### src/rtl/vme_stat_seq_pkg.sv
// vme_stat_pkg: shared types and constants for the DMB status-register
// sequencer (vme_stat_seq) and its interface.
//   state_t   sequencer FSM states
//   SEL_CTRL  COMMAND[2:0] value that addresses the local control register
//   TMO_DATA  word returned when a status source never acknowledges
//   DW        VME data width
package vme_stat_pkg;

  typedef enum logic [2:0] {
    ST_IDLE,
    ST_DECODE,
    ST_REQ,
    ST_DRIVE,
    ST_ACKED,
    ST_WAITREL
  } state_t;

  localparam logic [2:0]  SEL_CTRL = 3'd7;
  localparam logic [15:0] TMO_DATA = 16'hDEAD;
  localparam int unsigned DW       = 16;

endpackage

### src/rtl/vme_stat_seq_if.sv
// vme_stat_seq_if: VME slave-side bus plus status-source request bus.
//   STROBE/WRITE_B/DEVICE/COMMAND/INDATA : VME cycle inputs from the decoder
//   OUTDATA/OE/DTACK_B                   : VME read data, drive enable, ack
//   SRC_REQ/SRC_ACK/SRC_DATA             : one-hot request / ack / packed words
// Modports: slave = sequencer view, master = decoder + sources view.
interface vme_stat_seq_if #(
  parameter int unsigned NSRC = 4
);
  import vme_stat_pkg::*;

  logic                 STROBE;
  logic                 WRITE_B;
  logic                 DEVICE;
  logic [9:0]           COMMAND;
  logic [DW-1:0]        INDATA;
  logic [DW-1:0]        OUTDATA;
  logic                 OE;
  logic                 DTACK_B;
  logic [NSRC-1:0]      SRC_REQ;
  logic [NSRC-1:0]      SRC_ACK;
  logic [DW*NSRC-1:0]   SRC_DATA;

  modport slave (
    input  STROBE, WRITE_B, DEVICE, COMMAND, INDATA, SRC_ACK, SRC_DATA,
    output OUTDATA, OE, DTACK_B, SRC_REQ
  );

  modport master (
    output STROBE, WRITE_B, DEVICE, COMMAND, INDATA, SRC_ACK, SRC_DATA,
    input  OUTDATA, OE, DTACK_B, SRC_REQ
  );
endinterface

### src/rtl/vme_stat_seq_stb_sync.sv
// vme_stb_sync: 2-flop synchroniser for the asynchronous VME strobe, with a
// third flop to produce a one-cycle rising-edge pulse.
//   clk_i  clock          rst_ni  async active-low reset
//   d_i    async level    lvl_o   synchronised level    rise_o  rising pulse
module vme_stb_sync (
  input  logic clk_i,
  input  logic rst_ni,
  input  logic d_i,
  output logic lvl_o,
  output logic rise_o
);
  logic [2:0] sh_q;

  always_ff @(posedge clk_i or negedge rst_ni) begin
    if (!rst_ni) sh_q <= '0;
    else         sh_q <= {sh_q[1:0], d_i};
  end

  assign lvl_o  = sh_q[1];
  assign rise_o = sh_q[1] & ~sh_q[2];
endmodule

### src/rtl/vme_stat_seq.sv
// vme_stat_seq: VME slave-cycle sequencer for the DMB status-register device.
// Synchronises STROBE, decodes COMMAND[2:0], fetches one word from one of NSRC
// status sources (or the local CTRL register at select 7), and runs DTACK.
//   FASTCLK   clock                 RST_B     async active-low reset
//   bus       vme_stat_seq_if.slave (VME cycle signals + source req/ack/data)
//   CTRL      local control register
//   TMO_FLAG  sticky source-timeout flag
// Optional feature macro: VME_STAT_TMO_EN (source-ack timeout of TMO_CYC cycles).
module vme_stat_seq
  import vme_stat_pkg::*;
#(
  parameter int unsigned NSRC    = 4,
  parameter int unsigned TMO_CYC = 255
) (
  input  logic                FASTCLK,
  input  logic                RST_B,
  vme_stat_seq_if.slave       bus,
  output logic [DW-1:0]       CTRL,
  output logic                TMO_FLAG
);

  state_t          state_q, state_d;
  logic [DW-1:0]   data_q, data_d;
  logic [DW-1:0]   ctrl_q, ctrl_d;
  logic [NSRC-1:0] req_q, req_d;
  logic            cyc_we_q, cyc_we_d;
  logic [2:0]      cyc_sel_q, cyc_sel_d;
  logic [DW-1:0]   cyc_wdata_q, cyc_wdata_d;
  logic            stb_s, stb_rise;
  logic [NSRC-1:0] sel_hot;
  logic            sel_is_src, ack_sel;
  logic [DW-1:0]   word_sel;
  logic            cmd_unused;

  assign cmd_unused = ^bus.COMMAND[9:3];

  vme_stb_sync u_sync (
    .clk_i  (FASTCLK),
    .rst_ni (RST_B),
    .d_i    (bus.STROBE),
    .lvl_o  (stb_s),
    .rise_o (stb_rise)
  );

  // Select decode done per source so no index is wider than the source vector.
  always_comb begin
    sel_hot  = '0;
    word_sel = '0;
    for (int unsigned i = 0; i < NSRC; i++) begin
      sel_hot[i] = (cyc_sel_q == 3'(i));
      if (sel_hot[i]) word_sel = bus.SRC_DATA[DW*i +: DW];
    end
    sel_is_src = |sel_hot;
    ack_sel    = |(sel_hot & bus.SRC_ACK);
  end

`ifdef VME_STAT_TMO_EN
  localparam logic [7:0] TMO_LIM = 8'(TMO_CYC);
  logic [7:0] tmo_cnt_q, tmo_cnt_d;
  logic       tmo_flag_q, tmo_flag_d;
`else
  logic [7:0] tmo_cfg_unused;
  assign tmo_cfg_unused = 8'(TMO_CYC);
`endif

  always_comb begin
    state_d     = state_q;
    data_d      = data_q;
    ctrl_d      = ctrl_q;
    req_d       = req_q;
    cyc_we_d    = cyc_we_q;
    cyc_sel_d   = cyc_sel_q;
    cyc_wdata_d = cyc_wdata_q;
`ifdef VME_STAT_TMO_EN
    tmo_cnt_d   = tmo_cnt_q;
    tmo_flag_d  = tmo_flag_q;
`endif
    case (state_q)
      ST_IDLE: begin
        if (stb_rise) begin
          cyc_we_d    = ~bus.WRITE_B;
          cyc_sel_d   = bus.COMMAND[2:0];
          cyc_wdata_d = bus.INDATA;
          state_d     = bus.DEVICE ? ST_DECODE : ST_WAITREL;
        end
      end
      ST_DECODE: begin
        if (!stb_s) begin
          state_d = ST_WAITREL;
        end else if (!cyc_we_q && sel_is_src) begin
          req_d   = sel_hot;
          state_d = ST_REQ;
`ifdef VME_STAT_TMO_EN
          tmo_cnt_d = '0;
`endif
        end else if (cyc_sel_q == SEL_CTRL) begin
          // CTRL writes also pass through DRIVE (OE stays low) so that both
          // CTRL reads and writes acknowledge 3 cycles after stb_s rises.
          if (cyc_we_q) begin
`ifdef VME_STAT_TMO_EN
            ctrl_d = {1'b0, cyc_wdata_q[DW-2:0]};
            if (cyc_wdata_q[DW-1]) tmo_flag_d = 1'b0;
`else
            ctrl_d = cyc_wdata_q;
`endif
          end else begin
            data_d = ctrl_q;
          end
          state_d = ST_DRIVE;
        end else begin
          state_d = ST_WAITREL;
        end
      end
      ST_REQ: begin
        if (!stb_s) begin
          req_d   = '0;
          state_d = ST_WAITREL;
        end else if (ack_sel) begin
          data_d  = word_sel;
          req_d   = '0;
          state_d = ST_DRIVE;
        end
`ifdef VME_STAT_TMO_EN
        else if (tmo_cnt_q == TMO_LIM) begin
          data_d     = TMO_DATA;
          req_d      = '0;
          tmo_flag_d = 1'b1;
          state_d    = ST_DRIVE;
        end else begin
          tmo_cnt_d = tmo_cnt_q + 8'd1;
        end
`endif
      end
      ST_DRIVE:   state_d = stb_s ? ST_ACKED : ST_WAITREL;
      ST_ACKED:   if (!stb_s) state_d = ST_WAITREL;
      ST_WAITREL: if (!stb_s) state_d = ST_IDLE;
      default:    state_d = ST_IDLE;
    endcase
  end

  always_ff @(posedge FASTCLK or negedge RST_B) begin
    if (!RST_B) begin
      state_q     <= ST_IDLE;
      data_q      <= '0;
      ctrl_q      <= '0;
      req_q       <= '0;
      cyc_we_q    <= 1'b0;
      cyc_sel_q   <= '0;
      cyc_wdata_q <= '0;
    end else begin
      state_q     <= state_d;
      data_q      <= data_d;
      ctrl_q      <= ctrl_d;
      req_q       <= req_d;
      cyc_we_q    <= cyc_we_d;
      cyc_sel_q   <= cyc_sel_d;
      cyc_wdata_q <= cyc_wdata_d;
    end
  end

`ifdef VME_STAT_TMO_EN
  always_ff @(posedge FASTCLK or negedge RST_B) begin
    if (!RST_B) begin
      tmo_cnt_q  <= '0;
      tmo_flag_q <= 1'b0;
    end else begin
      tmo_cnt_q  <= tmo_cnt_d;
      tmo_flag_q <= tmo_flag_d;
    end
  end
  assign TMO_FLAG = tmo_flag_q;
`else
  assign TMO_FLAG = 1'b0;
`endif

  assign bus.OUTDATA = data_q;
  assign bus.OE      = ((state_q == ST_DRIVE) || (state_q == ST_ACKED)) && !cyc_we_q;
  assign bus.DTACK_B = (state_q != ST_ACKED);
  assign bus.SRC_REQ = req_q;
  assign CTRL        = ctrl_q;

endmodule

### src/flat_wrapper.sv
// flat-port wrapper written by rule: the top's interface ports become plain ports
module vme_stat_seq_flat import vme_stat_pkg::*;
#(
  parameter int unsigned NSRC    = 4,
  parameter int unsigned TMO_CYC = 255
)
  (FASTCLK, RST_B, CTRL, TMO_FLAG, bus_STROBE, bus_WRITE_B, bus_DEVICE, bus_COMMAND, bus_INDATA, bus_SRC_ACK, bus_SRC_DATA, bus_OUTDATA, bus_OE, bus_DTACK_B, bus_SRC_REQ);
  vme_stat_seq_if #(.NSRC(NSRC)) bus_i ();
  input  logic FASTCLK;
  input  logic RST_B;
  output logic [DW-1:0] CTRL;
  output logic TMO_FLAG;
  input wire logic [$bits(bus_i.STROBE)-1:0] bus_STROBE;
  input wire logic [$bits(bus_i.WRITE_B)-1:0] bus_WRITE_B;
  input wire logic [$bits(bus_i.DEVICE)-1:0] bus_DEVICE;
  input wire logic [$bits(bus_i.COMMAND)-1:0] bus_COMMAND;
  input wire logic [$bits(bus_i.INDATA)-1:0] bus_INDATA;
  input wire logic [$bits(bus_i.SRC_ACK)-1:0] bus_SRC_ACK;
  input wire logic [$bits(bus_i.SRC_DATA)-1:0] bus_SRC_DATA;
  output wire logic [$bits(bus_i.OUTDATA)-1:0] bus_OUTDATA;
  output wire logic [$bits(bus_i.OE)-1:0] bus_OE;
  output wire logic [$bits(bus_i.DTACK_B)-1:0] bus_DTACK_B;
  output wire logic [$bits(bus_i.SRC_REQ)-1:0] bus_SRC_REQ;
  assign bus_i.STROBE = bus_STROBE;
  assign bus_i.WRITE_B = bus_WRITE_B;
  assign bus_i.DEVICE = bus_DEVICE;
  assign bus_i.COMMAND = bus_COMMAND;
  assign bus_i.INDATA = bus_INDATA;
  assign bus_i.SRC_ACK = bus_SRC_ACK;
  assign bus_i.SRC_DATA = bus_SRC_DATA;
  assign bus_OUTDATA = bus_i.OUTDATA;
  assign bus_OE = bus_i.OE;
  assign bus_DTACK_B = bus_i.DTACK_B;
  assign bus_SRC_REQ = bus_i.SRC_REQ;
  vme_stat_seq #(.NSRC(NSRC), .TMO_CYC(TMO_CYC)) u_core (.FASTCLK(FASTCLK), .RST_B(RST_B), .bus(bus_i), .CTRL(CTRL), .TMO_FLAG(TMO_FLAG));
endmodule
### config.mk
export PLATFORM = sky130hd
export DESIGN_NAME = vme_stat_seq_flat
export DESIGN_NICKNAME = d
export VERILOG_FILES = /design/src/rtl/vme_stat_seq_pkg.sv /design/src/rtl/vme_stat_seq_if.sv /design/src/rtl/vme_stat_seq_stb_sync.sv /design/src/rtl/vme_stat_seq.sv /design/src/flat_wrapper.sv
export SDC_FILE = /design/constraint.sdc
export NUM_CORES = 1
export LEC_CHECK = 0
export CAP_MARGIN = 25
export CORE_MARGIN = 4
export CORE_UTILIZATION = 40
export DETAILED_ROUTE_END_ITERATION = 6
export HOLD_SLACK_MARGIN = 0.08
export PLACE_DENSITY = 0.77
export SYNTH_ARGS = -nofsm -noshare
export SYNTH_HDL_FRONTEND = slang
export SYNTH_HIERARCHICAL = 1
export SYNTH_SLANG_ARGS = --single-unit
### constraint.sdc
create_clock -name FASTCLK -period 2.95 [get_ports FASTCLK]
set_input_delay 0.59 -clock FASTCLK [delete_from_list [all_inputs] [get_ports FASTCLK]]
set_output_delay 0.59 -clock FASTCLK [all_outputs]
set_load 0.03 [all_outputs]
* Word-level counts from Yosys, hierarchy flattened *
Index checks and enable logic that the tools add are counted.

storage, ports and cells
  register bits = 62
  latch bits = 0
  input bits = 99
  output and inout bits = 39
  bits in read-only memories = 0
  word-level logic and storage cells = 75
  bits in writable memories = 0
  memories = 0

cells by class
  eq/ne operators = 21
  bitwise operators = 5
  shift operators = 0
  multipliers = 0
  muxes and demuxes = 27
  add/subtract/negate cells = 0
  reductions and logical operators = 14
  divide/modulo/power cells = 0
  magnitude comparators = 0

operators by type and width
  cell                                                                    count
  16-bit two-way mux                                                      10
  16-bit one-hot mux with 2 select lines                                  1
  3-bit two-way mux                                                       9
  3-bit one-hot mux with 6 select lines                                   1
  4-bit two-way mux                                                       4
  3-bit by 2-bit equality test with 1-bit output (second input constant)  4
  2-bit != test (second input constant)                                   6
  3-bit equality test (second input constant)                             3
  2-bit by 1-bit != test with 1-bit output (second input constant)        4
  4-bit one-hot mux with 2 select lines                                   1
  4-bit AND reduction                                                     2
  4-bit OR reduction                                                      2
  7-bit AND reduction                                                     1
  3-bit by 1-bit equality test with 1-bit output (second input constant)  2
  3-bit logical NOT                                                       2
  5-bit AND reduction                                                     1
  4-bit AND                                                               1
  3-bit by 2-bit != test with 1-bit output (second input constant)        1
  3-bit != test (second input constant)                                   1
  1-bit NOT                                                               3
  1-bit logical AND                                                       2
  2-bit AND reduction                                                     1
  2-bit nonzero test                                                      1
  1-bit AND                                                               1
  3 further kinds                                                         3

* Depth between registers and ports, before layout *
Gate-level depths: netlist of the first run.

  depth in word-level cells = 8
  gate-level depth with buffers = 6
  gate-level depth less buffers = 5

* Hierarchy *
The synthesis of the first run kept the hierarchy.

modules (own cells, without submodules)
  module        cells each  seq. area each (µm²)  instances  area each (µm²)
  vme_stat_seq  214         1,476.4               1          2,977.9
  vme_stb_sync  4           75.1                  1          88.8

* Worst setup path before layout of the first run *
No wires, ideal clock.

  path type = flip-flop to output port
  from = register u_core.state_q[2]
  to = output bus_OE
  setup slack = 0.884 ns
  path buffers = 1
  data arrival time = 1.476 ns
  cell stages (with the launch flop) = 4
  path through = dfrtp_1 -> clkbuf_1 -> nand2_1 -> a21oi_1

on the way
  word-level cells in the longest chain between the ends = 3

ends and longest elaborated chain
  element                                                                                       line                 text
  start: declaration                                                                            vme_stat_seq.sv:22   state_t state_q, state_d;
  start signal: assignment                                                                      vme_stat_seq.sv:151  state_q <= state_d;
  3-bit by 2-bit equality test with 1-bit output / 3-bit equality test (equally long branches)  vme_stat_seq.sv:177  assign bus.OE = ((state_q == ST_DRIVE) || (state_q == ST_ACKED)) && !cyc_we_q;
  1-bit logical OR *                                                                            vme_stat_seq.sv:177
  1-bit logical AND *                                                                           vme_stat_seq.sv:177
  end: declaration                                                                              flat_wrapper.sv:21   output wire logic [$bits(bus_i.OE)-1:0] bus_OE;

Every way passes the cells marked *; elsewhere a longest branch is shown, timed or not.

* Worst setup path in the final report of the first run *
  from = register u_core.state_q[0]
  to = output bus_OE

The elaborated chain is that of the path after synthesis.

==> flow_results.org, run 1 <==
** Status
- Result of the run :: finished, final reports clean

** Pwr
- The design draws 3.59 mW.
- Power Dens Cells :: 761 nW/µm²
- Lkg Pwr :: approximately 2 nW
- Maximum resistive drop on vdd :: a little under 0.0006 V

** Flow run
- Total of max-cap violations :: 0

** Clocking
- Counting along the longest clock path gives a buffer depth of 2.
- Number of buffers inserted by hold repair at cts :: 0
- The H-tree was split into 3 levels.
- Total of cells resized after clock tree synthesis :: 0
- After clock tree synthesis, the clock-pin slew on the worst setup and hold paths is 0.07 ns.
- Number of buffers added for setup after CTS :: 0
- Clock root buffer master :: sky130_fd_sc_hd__clkbuf_8
- The clock reaches the later pin of the worst-skew pair after 0.32 ns.
- TritonCTS built the clock tree.
- Clock buffers created by TritonCTS :: 9
- Clock tree sinks :: 62

** Worst setup path
- Of all nets on the critical path, the largest fanout is 14.
- Critical-path top delay cell :: sky130_fd_sc_hd__clkdlybuf4s50_1
- The worst setup path is captured at a primary output.
- Walking the worst path, the cells encountered are nor2_1 -> nand2_1 -> a21oi_1 -> clkdlybuf4s50_1.
- RR Endpoint :: u_core/bus.OUTDATA[2]$_DFFE_PN0P_
- By startpoint and endpoint, the worst setup path is classified as reg2out.
- Critical path's largest stage delay :: ~0.68 ns
- Required time of the critical path :: 2.36 ns
- Cell count of the worst reg-to-reg path :: 5
- Arrival time at the worst endpoint :: slightly below 2 ns
- Critical Path Source Type :: register
- In this run the register-to-register setup slack is 0.66 ns.
- FF-to-FF Start :: u_core/cyc_sel_q[0]$_DFFE_PN0P_

** STA
- Setup tns final :: 0 ns
- Setup repair after global routing left no endpoint under its margin.
- The worst path meets setup with 0.430 ns of slack.
- Final setup violating endpoints :: 0
- Top achievable clock speed :: 397 MHz
- Final hold violations :: 0
- Clock skew on the completed layout was measured at about 0.0072 ns.
- Period Utilization, post-route :: 85.4%
- For the finished layout, the period the worst path requires is 2.52 ns.
- Hold slack :: 0.325 ns
- Remaining max-slew budget at the tightest pin :: a little over 50%
- Actual slew at the worst max-slew pin :: about 0.72 ns
- Final Max Slew Viols :: 0

** Synthesis
- Synthesis produced a netlist with a net count of roughly 320.
- Multiplexer cells account for 31.2% of the synthesized area.
- Area fraction in compound gates after synthesis :: 9.75%
- Synthesized netlist cell count :: ~220
- Average cell area after synthesis :: 14.1 µm²
- The commonest cells after synthesis are 62 x sky130_fd_sc_hd__dfrtp_1, 53 x sky130_fd_sc_hd__mux2_2, 16 x sky130_fd_sc_hd__a22o_1, 16 x sky130_fd_sc_hd__mux4_2.
- Of the total synthesized cell area, the portion taken by full adders, half adders and majority gates is 0%.
- The synthesized netlist devotes 0% of its cell area to XOR and XNOR gates.
- Top FF cell, synth :: sky130_fd_sc_hd__dfrtp_1
- Number of warnings issued by yosys :: 6
- Unique cell type count in the Yosys netlist :: 37
- The synthesized netlist occupies a cell area of 3070 µm².
- Main combinational cell family by area after synthesis :: multiplexers
- After synthesis, the cell types taking the most area are sky130_fd_sc_hd__dfrtp_1 51%, sky130_fd_sc_hd__mux2_2 19%, sky130_fd_sc_hd__mux4_2 12%.
- Fraction of post-synthesis cell area in the top cell type by area :: 50.6%
- Post-Synth Simple-Gate Area :: 5.43%
- Cell taking the most area after synthesis :: sky130_fd_sc_hd__dfrtp_1
- Number of flops mapped to enable cells by yosys :: 0
- Most frequent cell after synthesis :: sky130_fd_sc_hd__dfrtp_1
- After synthesis, the share of flip-flops with an asynchronous set or reset is 100%.
- Counting flops and latches in the post-synthesis netlist gives 62.
- Sequential cell area fraction in the yosys report :: about half

** Floorplan
- In this run the horizontal extent of the chip is 95.6 µm.
- The total area inside the core boundary comes to 7370 µm².
- between 100 and 150 I/O pins were placed.
- Starting density of the core :: 41.6%
- The die covers approximately 9100 µm².
- The floorplan step set the die height to 95.6 µm.
- Number of placement rows :: 31

** Worst hold path
- Kind of path behind the tightest hold check :: in2async

** Global route
- Antenna violations before repair :: 0
- In the global route stage, overall resource usage came out at 18.5%.
- GR Overflow Total :: 0
- Maximum number of pins on one net before global-route repair :: 33
- The first global-routing pass estimated around 13,000 µm of wire.
- The via count of the first global-routing pass came to 2,491.

** Placement
- The count of buffers added on input and output ports is 129.
- Detailed placement finished with a half-perimeter wire length of 6170 µm.
- Setup slack after placement :: between 0.3 and 0.4 ns
- The congestion estimate from routability-driven global placement came to 0.789.

** Layout
- The number of antenna diodes in the final layout is 0.
- For this run, the share of the core covered by cells in the final layout is 64.0%.
- Number of inserted filler cells in the final layout :: 583
- Fraction of final layout cells sized beyond drive strength 1 :: 27.1%
- After the last flow step, the layout net total stands at 449.
- Relative to the synthesized area, the layout overhead comes to 53.7%.

** Routing
- Detailed routing inserted a total of 2,379 vias.
- Number of design-rule violations left by the first detailed-router iteration :: 67
- Count of nets left with antenna violations after detail routing :: 0
- For this run, design rule violations remaining after detail routing come to 0.
- After detailed routing, the number of vias per cell comes to 5.25.
- DR pass1 iterations :: 4
- Final routed wire length divided by cell count :: 18.4 µm
- The final layout contains routed wiring with a total length of 8340 µm.
registers in the layout, indices dropped and copies added (netlist names):
name                count
u_core/state_q          3
u_core/bus.SRC_REQ      4
u_core/u_sync/sh_q      3
u_core/CTRL            16
u_core/cyc_sel_q        3
u_core/bus.OUTDATA     16
u_core/cyc_wdata_q     16
u_core/cyc_we_q         1
worst max path at each step:
stage,start,endpoint
CTS,u_core/state_q[0]$_DFFE_PN0P_,bus_OE
global route,u_core/state_q[0]$_DFFE_PN0P_,bus_OE
detailed placement,bus_SRC_ACK[0],u_core/bus.OUTDATA[12]$_DFFE_PN0P_
finish,u_core/state_q[0]$_DFFE_PN0P_,bus_OE
floorplan,u_core/state_q[2]$_DFFE_PN0P_,bus_OE
global placement,bus_SRC_ACK[0],u_core/bus.OUTDATA[8]$_DFFE_PN0P_
metal layers:
metal | vias to the layer above | GRT usage, % | part of all wire, %
li1 | 1089 | - | -
met1 | 1204 | 21.7 | 39
met2 | 81 | 32.6 | 52
met3 | 5 | 5.76 | 8.6
met4 | 0 | 4.98 | 0.72
met5 | - | 0 | 0
logic make-up after synthesis:
logic type             after synthesis
DFF                                 62
and+or+nand+nor                     30
muxes                               69
buffers and inverters               19
other                                1
AOI/OAI and AO/OA                   37
where the power goes:
part           internal, mW  total [mW]  switching [mW]
Clock                 0.579       0.885           0.306
Sequential             1.09        1.31           0.220
Combinational         0.770        1.39           0.624
Total                  2.44        3.59            1.15
per-stage QoR:
stage,cell area (µm²),std cells
finish,4710,453
global route,4710,453
CTS,4710,453
detailed placement,4480,438
global placement,4480,438
floorplan,3070,218
cell type report:
type | count | area [µm²] | share of cell area [%]
well taps | 99 | 124 | 2.63
inverters | 3 | 11.3 | 0.239
multi-input cells | 137 | 1430 | 30.4
clock inverters | 4 | 95.1 | 2.02
repair buffers | 137 | 1360 | 28.8
clock buffers | 11 | 141 | 3.00
flip-flops and latches | 62 | 1550 | 32.9
layout by cell type, fill, tap and decap left out, types with 4 or more instances in the layout:
cell type                         netlist  routed
sky130_fd_sc_hd__a21oi_1                4       4
sky130_fd_sc_hd__a22o_1                16      16
sky130_fd_sc_hd__buf_4                  1       7
sky130_fd_sc_hd__clkbuf_8               0      10
sky130_fd_sc_hd__clkdlybuf4s50_1        0     128
sky130_fd_sc_hd__dfrtp_1               62      62
sky130_fd_sc_hd__mux2_2                53      53
sky130_fd_sc_hd__mux4_2                16      16
sky130_fd_sc_hd__nand2_1                8       8
sky130_fd_sc_hd__nor2_1                 6       6
sky130_fd_sc_hd__nor2b_1                4       4
sky130_fd_sc_hd__o21ai_0                4       4
worst max-delay path, delay by kind of cell (launching register included):
kind / cells / cell delay (ns)
and+or+nand+nor: 2 / 0.25
buffers and inverters: 1 / 0.68
DFF: 1 / 0.52
AOI/OAI and AO/OA: 1 / 0.15
Note: power is estimated with default switching activity, not from simulation.
==> run 2, diff against run 1 <==
--- a/config.mk
+++ b/config.mk
@@ -10,8 +10,7 @@
 export CORE_UTILIZATION = 40
 export DETAILED_ROUTE_END_ITERATION = 6
 export HOLD_SLACK_MARGIN = 0.08
-export PLACE_DENSITY = 0.77
+export PLACE_DENSITY_LB_ADDON = 0.1
 export SYNTH_ARGS = -nofsm -noshare
 export SYNTH_HDL_FRONTEND = slang
-export SYNTH_HIERARCHICAL = 1
 export SYNTH_SLANG_ARGS = --single-unit
==> flow_results.org, run 2 <==
** Pwr
- In this run the power spent charging and discharging nets is 1.52 mW.
- The share of total power dissipated in sequential elements is between 30% and 40%.
- Across the VDD grid, the largest voltage drop is 0.000457 V.
- Internal Pwr Total :: 2.63 mW
- The design draws 4.15 mW.
- Of the total power, the clock network draws between 15 and 20%.
- For this design the static power due to leakage is 1.96 nW.
- Switching power as a share of total power :: 36.6%
- Dividing total power by cell area gives a power density of 882 nW/µm².
- Combinational cell fraction of total power :: about half

** Worst setup path
- Crit path max fanout :: 12
- The most critical setup path has its startpoint at u_core.state_q[2]$_DFFE_PN0P_.
- Register-to-Register Setup Slack :: 0.55 ns
- RR Endpoint :: u_core.bus.OUTDATA[6]$_DFFE_PN0P_
- STA puts the critical path data required time at 2.36 ns.
- The worst setup path is launched from a register.
- By startpoint and endpoint, the worst setup path is classified as reg2out.
- Capturing element of the worst setup path :: bus_OE
- Cell count of the worst reg-to-reg path :: 4
- Arrival time at the worst endpoint :: 2.13 ns
- Crit path capture type :: primary output
- The worst register-to-register path begins at u_core.cyc_sel_q[2]$_DFFE_PN0P_.

** Synthesis
- Leading post-synthesis cells by instance count :: 62 x sky130_fd_sc_hd__dfrtp_1, 55 x sky130_fd_sc_hd__mux2_2, 16 x sky130_fd_sc_hd__a22o_1, 16 x sky130_fd_sc_hd__mux4_2, 8 x sky130_fd_sc_hd__clkbuf_1
- Unique cell type count in the Yosys netlist :: 37
- In this run the cell area of the synthesized design comes to 3130 µm².
- Of the synthesized area, sequential elements account for 49.5%.
- The synthesized design spends more area on one cell type than any other, namely sky130_fd_sc_hd__dfrtp_1.
- For this run, the number of Yosys warnings is 0.
- Synthesized netlist cell count :: 220
- Number of flops mapped to enable cells by yosys :: 0
- Fraction of post-synthesis cell area in the top cell type by area :: slightly below 50%
- Most frequent cell after synthesis :: sky130_fd_sc_hd__dfrtp_1
- Number of storage elements in the synthesis netlist :: between 60 and 70
- Counting flops with an async set or reset pin after synthesis yields a share of 100%.
- A synthesized cell averages between 10 and 15 µm².
- Cells taking the most area after synthesis :: sky130_fd_sc_hd__dfrtp_1 50%, sky130_fd_sc_hd__mux2_2 20%, sky130_fd_sc_hd__mux4_2 11%
- Top FF cell, synth :: sky130_fd_sc_hd__dfrtp_1
- Syn_nets :: 319

** Placement
- The placed instances occupy a cell area of 4540 µm².
- Setup slack after placement :: about 0.27 ns
- Placer Congestion :: 0.727
- Summed over all nets, the half-perimeter wirelength after detailed placement is roughly 6000 µm.
- Number of I/O port buffers :: roughly 130

** Global route
- The first global-routing pass estimated 12,300 µm of wire.
- Global-route usage over all layers :: 17.5%
- Maximum number of pins on one net before global-route repair :: 25
- Antenna violations before repair :: 0
- The via count of the first global-routing pass came to 2,465.
- GR Overflow Total :: 0

** STA
- In this run the tightest slew margin relative to its limit is 34.9%.
- Post-layout minimum cycle time :: 2.72 ns
- Setup violations remaining at the end of the flow were counted as 0.
- Unrepaired setup endpoints after global routing :: no
- The number of failing hold endpoints at the final stage was 0.
- Timing would allow up to 368 MHz.
- Worst-case setup margin in the final layout :: around 0.23 ns
- Final Max Slew Viols :: 0
- The worst path uses around 90% of the clock period.
- At the pin with the least slew margin, the transition time is 0.973 ns.
- Setup tns final :: 0 ns
- Across the routed clock network, the largest skew measured is roughly 0.0066 ns.

** Layout
- Area used by multi-input combinational logic :: approximately 1500 µm²
- In the final layout, flip-flops and latches occupy 1550 µm².
- Counting the fill cells in the layout gives 640.
- Total number of nets in the final design :: 452
- Final instance area :: between 4000 and 5000 µm²
- The area growth from synthesis to layout is 50.3%.
- Leading cell type in the layout, fill and taps excluded :: sky130_fd_sc_hd__clkdlybuf4s50_1
- The number of antenna diodes in the final layout is 0.
- Fraction of final layout cells sized beyond drive strength 1 :: roughly 29%
- In the layout the commonest cells are 128 x sky130_fd_sc_hd__clkdlybuf4s50_1, 61 x sky130_fd_sc_hd__dfrtp_1, 55 x sky130_fd_sc_hd__mux2_2.

** Clocking
- Latest clock arrival within the worst-skew pair :: about 0.33 ns
- Maximum level of the CTS H-tree :: 3
- For this design, the sink count on the clock tree is 62.
- Clock root buffer master :: sky130_fd_sc_hd__clkbuf_8
- Clock-pin slew was measured on the worst setup and hold paths at 0.06 ns.
- Clock buffers created by TritonCTS :: 9
- Maximum buffer depth of the clock tree :: 2
- TritonCTS built the clock tree.
- Number of buffers added for setup after CTS :: 0

** Routing
- DR pass1 iterations :: 4
- For this block, the routed nets add up to 8040 µm of wire.
- In the routed layout, each cell is associated on average with a via count of 5.22.
- After detailed routing, the average wire length per cell comes to 17.5 µm.
- Final routed DRC violation total :: 0
- Number of design-rule violations left by the first detailed-router iteration :: 54
- Via total after detailed routing :: 2,395
- Count of nets left with antenna violations after detail routing :: 0

** Floorplan
- Die extent in x :: just under 100 µm
- Die Ht :: approximately 97 µm
- Area of the die :: 9320 µm²
- Starting density of the core :: roughly two fifths
- 138 I/O pins were placed.
- Number of placement rows :: 32
- In this run the standard cell core region covers 7690 µm².

** Status
- Result of the run :: finished, final reports clean

** Worst hold path
- The path class of the tightest hold or removal check is in2async.

** Flow run
- Total of max-cap violations :: 0
[run 2: worst max-delay path: stages, from the launching register on]
cell and delay (ns):
sky130_fd_sc_hd__dfrtp_2 0.47, sky130_fd_sc_hd__inv_1 0.11, sky130_fd_sc_hd__or3_1 0.40, sky130_fd_sc_hd__a21oi_1 0.14, sky130_fd_sc_hd__clkdlybuf4s50_1 0.68
[run 2: worst min-delay path by stage]
| stage | end | slack (ns) | cells past startpoint |
|---|---|---|---|
| 2_1_floorplan | u_core.CTRL[0]$_DFFE_PN0P_ | 0.29 | 0 |
| 3_3_place_gp | u_core.u_sync.sh_q[1]$_DFF_PN0_ | 0.33 | 0 |
| 3_5_place_dp | u_core.u_sync.sh_q[1]$_DFF_PN0_ | 0.34 | 0 |
| 4_1_cts | u_core.CTRL[10]$_DFFE_PN0P_ | 0.27 | 1 |
| 5_1_grt | u_core.CTRL[10]$_DFFE_PN0P_ | 0.29 | 1 |
| 6_report | u_core.CTRL[10]$_DFFE_PN0P_ | 0.26 | 1 |
[run 2: cells by family after synthesis]
family / after synthesis / share of synthesized area, %
multiplexers: 73 / 32.1
other: 1 / 0.120
AO/OA/AOI/OAI: 34 / 9.14
AND/OR/NAND/NOR: 31 / 5.75
buffers and inverters: 19 / 3.39
flip-flops: 62 / 49.5
[run 2: layout make-up]
cell class | instances | area share [%]
repair buffers | 140 | 29.1
clock buffers | 14 | 3.45
inverters | 1 | 0.0797
clock inverters | 1 | 0.106
well taps | 102 | 2.71
flip-flops and latches | 62 | 33.0
multi-input cells | 139 | 31.6
[run 2: timing repair]
item	in CTS	in global routing
endpoints found under the setup margin	0	1
gates resized for setup	0	1
hold buffers	0	0
[run 2: routing by layer]
metal | vias up | part of all wire [%] | global-route usage (%)
met5 | - | 0 | 0
met3 | 12 | 7.2 | 2.87
met2 | 78 | 51 | 30.1
li1 | 1099 | - | -
met4 | 0 | 1.6 | 6.54
met1 | 1206 | 41 | 22.3
[run 2: power by group through the flow]
stage / sequential [mW] / clock, mW / combinational, mW
floorplan: 1.73 / 0 / 1.04
global placement: 1.45 / 0 / 2.05
detailed placement: 1.47 / 0 / 2.08
CTS: 1.45 / 0.663 / 2.09
global route: 1.51 / 0.705 / 2.21
finish: 1.45 / 0.644 / 2.05
[run 2: per-stage QoR]
| step | std cells | hold WS [ns] | utilization [%] |
|---|---|---|---|
| after floorplan | 220 | 0.294 | - |
| after global placement | 444 | 0.332 | 59.1 |
| after detailed placement | 444 | 0.345 | 59.1 |
| after CTS | 459 | 0.269 | 61.3 |
| after global routing | 459 | 0.294 | 61.3 |
| final | 459 | 0.256 | 61.3 |
